`config.mk`:
```
export PLATFORM = sky130hd
export DESIGN_NAME = operand_accumulator_flat
export DESIGN_NICKNAME = d
export VERILOG_FILES = /design/src/rtl/operand_accumulator_if.sv /design/src/rtl/operand_accumulator.sv /design/src/flat_wrapper.sv
export SDC_FILE = /design/constraint.sdc
export NUM_CORES = 1
export LEC_CHECK = 0
export ABC_CLOCK_PERIOD_IN_PS = 1700
export BUFFER_PORTS_ARGS = -buffer_cell sky130_fd_sc_hd__buf_4
export CORE_MARGIN = 5
export CORE_UTILIZATION = 46
export DETAILED_ROUTE_END_ITERATION = 7
export PLACE_DENSITY = 0.84
export SLEW_MARGIN = 20
export SYNTH_ARGS = -nofsm -noshare
export SYNTH_HDL_FRONTEND = slang
export SYNTH_SLANG_ARGS = --single-unit
```
`constraint.sdc`:
```
create_clock -name i_clk -period 1.7 [get_ports i_clk]
set_input_delay 0 -clock i_clk [delete_from_list [all_inputs] [get_ports i_clk]]
set_output_delay 0 -clock i_clk [all_outputs]
set_load 0.02 [all_outputs]
```
`src/rtl/operand_accumulator_if.sv`:
```
// Operand/result handshake bundle for operand_accumulator.
// The slave modport is the accumulator; the master modport is whoever feeds it
// operands and consumes the result.
interface operand_accumulator_if #(
  parameter int N_BITS   = 8,
  parameter int CNT_BITS = 4
);
  logic                i_start;
  logic [CNT_BITS-1:0] i_length;
  logic                i_data_valid;
  logic [N_BITS-1:0]   i_data;
  logic                o_data_ready;
  logic [N_BITS-1:0]   o_sum;
  logic                o_overflow;
  logic                o_sum_valid;
  logic                i_sum_ready;
  logic                o_busy;

  modport slave (
    input  i_start, i_length, i_data_valid, i_data, i_sum_ready,
    output o_data_ready, o_sum, o_overflow, o_sum_valid, o_busy
  );

  modport master (
    output i_start, i_length, i_data_valid, i_data, i_sum_ready,
    input  o_data_ready, o_sum, o_overflow, o_sum_valid, o_busy
  );
endinterface

```
`src/rtl/operand_accumulator.sv`:
```
// Sums a run of i_length unsigned operands and hands the result downstream
// with a valid/ready handshake.
//
// state   | meaning
// --------+---------------------------------------------------------------
// S_IDLE  | waiting for i_start; o_sum/o_overflow hold the last result
// S_ACCUM | accepting operands until the remaining count reaches zero
// S_DONE  | result presented on o_sum_valid until i_sum_ready
module operand_accumulator #(
  parameter int N_BITS   = 8,
  parameter int CNT_BITS = 4
) (
  input logic                   i_clk,
  input logic                   i_rst,
  operand_accumulator_if.slave  bus
);

  typedef enum logic [1:0] {
    S_IDLE  = 2'd0,
    S_ACCUM = 2'd1,
    S_DONE  = 2'd2
  } state_t;

  state_t              state;
  state_t              state_nxt;
  logic [N_BITS-1:0]   acc;
  logic                ovf;
  logic [CNT_BITS-1:0] remaining;
  logic                data_ready;
  logic                sum_valid;
  logic                busy;
  logic                beat;
  logic                run_start;
  logic                last_beat;
  logic [N_BITS:0]     sum_ext;

  assign run_start = (state == S_IDLE) && bus.i_start;
  assign beat      = (state == S_ACCUM) && bus.i_data_valid;
  assign last_beat = beat && (remaining == CNT_BITS'(1));
  // One extra bit captures the carry out of each addition.
  assign sum_ext   = {1'b0, acc} + {1'b0, bus.i_data};

  // State register.
  always_ff @(posedge i_clk or posedge i_rst) begin
    if (i_rst) state <= S_IDLE;
    else       state <= state_nxt;
  end

  // Next-state decode; handshake outputs depend on state only.
  always_comb begin
    state_nxt  = state;
    data_ready = 1'b0;
    sum_valid  = 1'b0;
    busy       = 1'b0;
    case (state)
      S_IDLE: begin
        if (bus.i_start) begin
          if (bus.i_length == '0) state_nxt = S_DONE;
          else                    state_nxt = S_ACCUM;
        end
      end
      S_ACCUM: begin
        data_ready = 1'b1;
        busy       = 1'b1;
        if (last_beat) state_nxt = S_DONE;
      end
      S_DONE: begin
        sum_valid = 1'b1;
        busy      = 1'b1;
        if (bus.i_sum_ready) state_nxt = S_IDLE;
      end
      default: state_nxt = S_IDLE;
    endcase
  end

  // Accumulator, sticky carry and beat counter; cleared only when a new run starts.
  always_ff @(posedge i_clk or posedge i_rst) begin
    if (i_rst) begin
      acc       <= '0;
      ovf       <= 1'b0;
      remaining <= '0;
    end else if (run_start) begin
      acc       <= '0;
      ovf       <= 1'b0;
      remaining <= bus.i_length;
    end else if (beat) begin
      acc       <= sum_ext[N_BITS-1:0];
      ovf       <= ovf | sum_ext[N_BITS];
      remaining <= remaining - CNT_BITS'(1);
    end
  end

  assign bus.o_sum        = acc;
  assign bus.o_overflow   = ovf;
  assign bus.o_data_ready = data_ready;
  assign bus.o_sum_valid  = sum_valid;
  assign bus.o_busy       = busy;

endmodule

```
`src/flat_wrapper.sv`:
```
// flat-port wrapper written by rule: the top's interface ports become plain ports
module operand_accumulator_flat 
#(
  parameter int N_BITS   = 8,
  parameter int CNT_BITS = 4
)
  (i_clk, i_rst, bus_i_start, bus_i_length, bus_i_data_valid, bus_i_data, bus_i_sum_ready, bus_o_data_ready, bus_o_sum, bus_o_overflow, bus_o_sum_valid, bus_o_busy);
  operand_accumulator_if #(.N_BITS(N_BITS), .CNT_BITS(CNT_BITS)) bus_i ();
  input logic i_clk;
  input logic i_rst;
  input wire logic [$bits(bus_i.i_start)-1:0] bus_i_start;
  input wire logic [$bits(bus_i.i_length)-1:0] bus_i_length;
  input wire logic [$bits(bus_i.i_data_valid)-1:0] bus_i_data_valid;
  input wire logic [$bits(bus_i.i_data)-1:0] bus_i_data;
  input wire logic [$bits(bus_i.i_sum_ready)-1:0] bus_i_sum_ready;
  output wire logic [$bits(bus_i.o_data_ready)-1:0] bus_o_data_ready;
  output wire logic [$bits(bus_i.o_sum)-1:0] bus_o_sum;
  output wire logic [$bits(bus_i.o_overflow)-1:0] bus_o_overflow;
  output wire logic [$bits(bus_i.o_sum_valid)-1:0] bus_o_sum_valid;
  output wire logic [$bits(bus_i.o_busy)-1:0] bus_o_busy;
  assign bus_i.i_start = bus_i_start;
  assign bus_i.i_length = bus_i_length;
  assign bus_i.i_data_valid = bus_i_data_valid;
  assign bus_i.i_data = bus_i_data;
  assign bus_i.i_sum_ready = bus_i_sum_ready;
  assign bus_o_data_ready = bus_i.o_data_ready;
  assign bus_o_sum = bus_i.o_sum;
  assign bus_o_overflow = bus_i.o_overflow;
  assign bus_o_sum_valid = bus_i.o_sum_valid;
  assign bus_o_busy = bus_i.o_busy;
  operand_accumulator #(.N_BITS(N_BITS), .CNT_BITS(CNT_BITS)) u_core (.i_clk(i_clk), .i_rst(i_rst), .bus(bus_i));
endmodule
```
==> results.md <==
- DRT Wirelength: 3230 um
- Antenna-violating nets left: 0
- Final period util: 1.08
- Gate Count Post-Synth: approximately 130
- DR pass1 iterations: 5
- Reg area: 382 um^2
- Clock group share of total power: 0.080
- Largest net degree at the start of global routing: 16
- Most common cell after layout, fill and taps aside: buf_4
- Row cnt: 17
- WS Path Type: flip-flop to flip-flop
- VDD IR-drop max: between 1000 and 1500 uV
- Die width: approximately 60 um
- Avg Inst Size Synth: between 8 and 9 um^2
- Number of antenna violations at the first check in global routing: 0
- I/O pin count: 29
- Layout cells sized above 1: 0.460
- Die area: roughly 3400 um^2
- Net Sw Power: 1200 uW
- Clock skew: roughly 5.4 ps
- Initial core utilization: 0.486
- Hold Path Class: input pin to flip-flop
- Post-Syn Nets: around 160
- Layout fillers: roughly 160
- Vias/cell: 5.69
- Netlist cell types: 35
- FF+latch count, synth: 15
- Area of the mapped netlist: approximately 1100 um^2
- Post-synth ARST share: 1.00
- Placed Cells: between 150 and 200
- Final instance count without filler cells: a little over 200
- Number of global-route vias before repair: approximately 1200
- Slowest-stage cell, CP: dfrtp_2
- Buffers on Ports: 28
- Net Sw Frac: 0.446
- Setup violators final: 3
- Post-synthesis mux area share: 0
- Fin. Hold Viols: 0
- Violated checks: negative setup slack
- Synthesized-area fraction occupied by adder cells: 0.168
- Clk sinks: 15
- Area of the multi-input gates: around 790 um^2
- Outcome: finished with violations
- Setup TNS: -228 ps
- Depth of the worst register-to-register path: 6
- Simple-Gate Fraction of Synth Area: 0.188
- Critical path endpoint category: flip-flop
- Final slew viol count: 0
- Max clock buf depth: 2
- Logic pwr share: 0.674
- Post-synthesis xor/xnor area fraction: 0.0323
- Leakage: between 0.0007 and 0.0008 uW
- Max stage delay on crit path: between 400 and 500 ps
- WP data required: between 1500 and 2000 ps
- Max Cap Viol: 0
- Cell internal pwr: 1490 uW
- Fin nets: 208
- Worst-path fanout max: 3
- Max Fclk: ~550 MHz
- Per-cell routed wire length: between 15 and 20 um
- Synth Area in Compound Gates: 0.210
- CTS H-Tree Depth: 1
- Grt ovf: 0
- Sequential share of the synthesized area: 0.346
- Worst slew margin: 0.597
- Worst setup margin: -133 ps
- DRC: 0
- Worst-skew pair later-pin latency: between 200 and 300 ps
- First-pass GRT wire length: between 5000 and 6000 um
- Post-synth EDFFs: 0
- Actual slew at the worst max-slew pin: around 600 ps
- Post-Place Setup Slack: -136 ps
- Area delta synth->final: 54.2%
- Total track usage: 0.202
- DR vias: 1160
- Clock transition at path regs: approximately 100 ps
- Startpoint Class: flip-flop
- Core area: between 2000 and 2500 um^2
- CTS tree: done
- Most frequent cells in the layout: 44 x buf_4, 13 x nand2_1, 11 x a21oi_1
- Main combinational cell family by area after synthesis: compound AO/OA/AOI/OAI gates
- Tmin final: 1830 ps
- Routability cong.: ~0.85
- RSZ-0062 raised after global routing: yes
- Die H: between 50 and 60 um
- Ant diodes: 0
- Top FF cell, synth: dfrtp_1
- Yosys Warn Count: 0
- Critical Path AT: roughly 2000 ps
- Sequential share of power: 0.246
- Power Dens Cells: around 1600 nW/um^2
- 1st-iter DRT viols: 32
- Critical path cell sequence: ha_4 > o21ai_1 > nor2_2 > or4_4 > a211oi_4 > nor3_2
- TritonCTS buffer count: 3
- Dpl hpwl: 2490 um
- CTS root buf: clkbuf_4
- Minimum hold slack: roughly 95 ps
- Hold depth: 4
-- state kept, by name, summed over array words and instances, names as in the netlist --
name / flops
u_core.state: 2
u_core.bus.o_sum: 8
u_core.bus.o_overflow: 1
u_core.remaining: 4
-- cell type report --
class	instances	share of cell area
Clock buffer	4	0.0157
Inverter	12	0.0269
Multi-Input combinational cell	95	0.474
Sequential cell	15	0.228
Tap cell	28	0.0209
Timing Repair Buffer	50	0.234
-- cells in the mapped netlist, types with 2 or more instances --
cell type | count | area (um^2)
xnor2_1 | 2 | 17.5
inv_1 | 11 | 41.3
clkbuf_1 | 4 | 15.0
a211oi_1 | 2 | 15.0
dfrtp_1 | 15 | 375
o21ai_0 | 10 | 50.1
nor2_1 | 10 | 37.5
nand2_1 | 14 | 52.6
nor4b_1 | 2 | 17.5
nand3_1 | 2 | 10.0
xor2_1 | 2 | 17.5
ha_1 | 13 | 163
and2_1 | 2 | 12.5
a21oi_1 | 15 | 75.1
nand2b_1 | 2 | 12.5
-- power groups by stage --
stage	Combinational (uW)	Sequential, uW	Clock [uW]
6_report	1820	663	215
4_1_cts	1720	657	218
3_5_place_dp	1630	667	0
3_3_place_gp	1530	653	0
2_1_floorplan	916	758	0
5_1_grt	1980	683	233
-- worst max-delay path: cells and delay by family, from the launching register on --
family | cells | cell delay, ps
flops | 1 | 440
compound gates | 2 | 460
fa+ha+maj | 1 | 220
simple gates | 3 | 580
-- logic make-up after synthesis --
family                     Yosys count
AOI/OAI and AO/OA                   38
adders and majority gates           14
DFF                                 15
xor gates and xnor gates             4
buffers and inverters               16
and+or+nand+nor                     39
-- stage by stage --
step	util	total power (uW)	cell area, um^2
6_report	0.749	2700	1670
5_1_grt	0.749	2900	1670
4_1_cts	0.727	2590	1620
3_5_place_dp	0.678	2300	1520
3_3_place_gp	0.678	2180	1520
2_1_floorplan	-	1670	1180
-- routing by layer --
layer	track usage	up-vias	wire, um
li1	-	544	-
met1	0.210	553	1180
met2	0.380	46	1720
met3	0.0373	17	196
met4	0.106	0	129
met5	0	-	0
-- timing repair --
action | 4_1_cts | 5_1_grt
setup buffers | 1 | 2
pin swaps | 6 | 7
setup endpoints to repair | 5 | 8
hold buffers | 5 | 0
cloned | 0 | 0
endpoints found under the hold margin | 19 | 0
resized for setup | 8 | 9
-- final timing paths --
check	endpoint	startpoint	slack, ps
min in group asynchronous	u_core.remaining[1]	i_rst	320
min	u_core.bus.o_sum[0]	bus_i_data[0]	100
max reg2reg	u_core.bus.o_sum[7]	u_core.bus.o_sum[2]	-130
max	u_core.bus.o_sum[7]	u_core.bus.o_sum[2]	-130
min reg2reg	u_core.bus.o_overflow	u_core.bus.o_overflow	500
max in group asynchronous	u_core.bus.o_sum[5]	i_rst	940
Power figures use the tool's default switching activity.
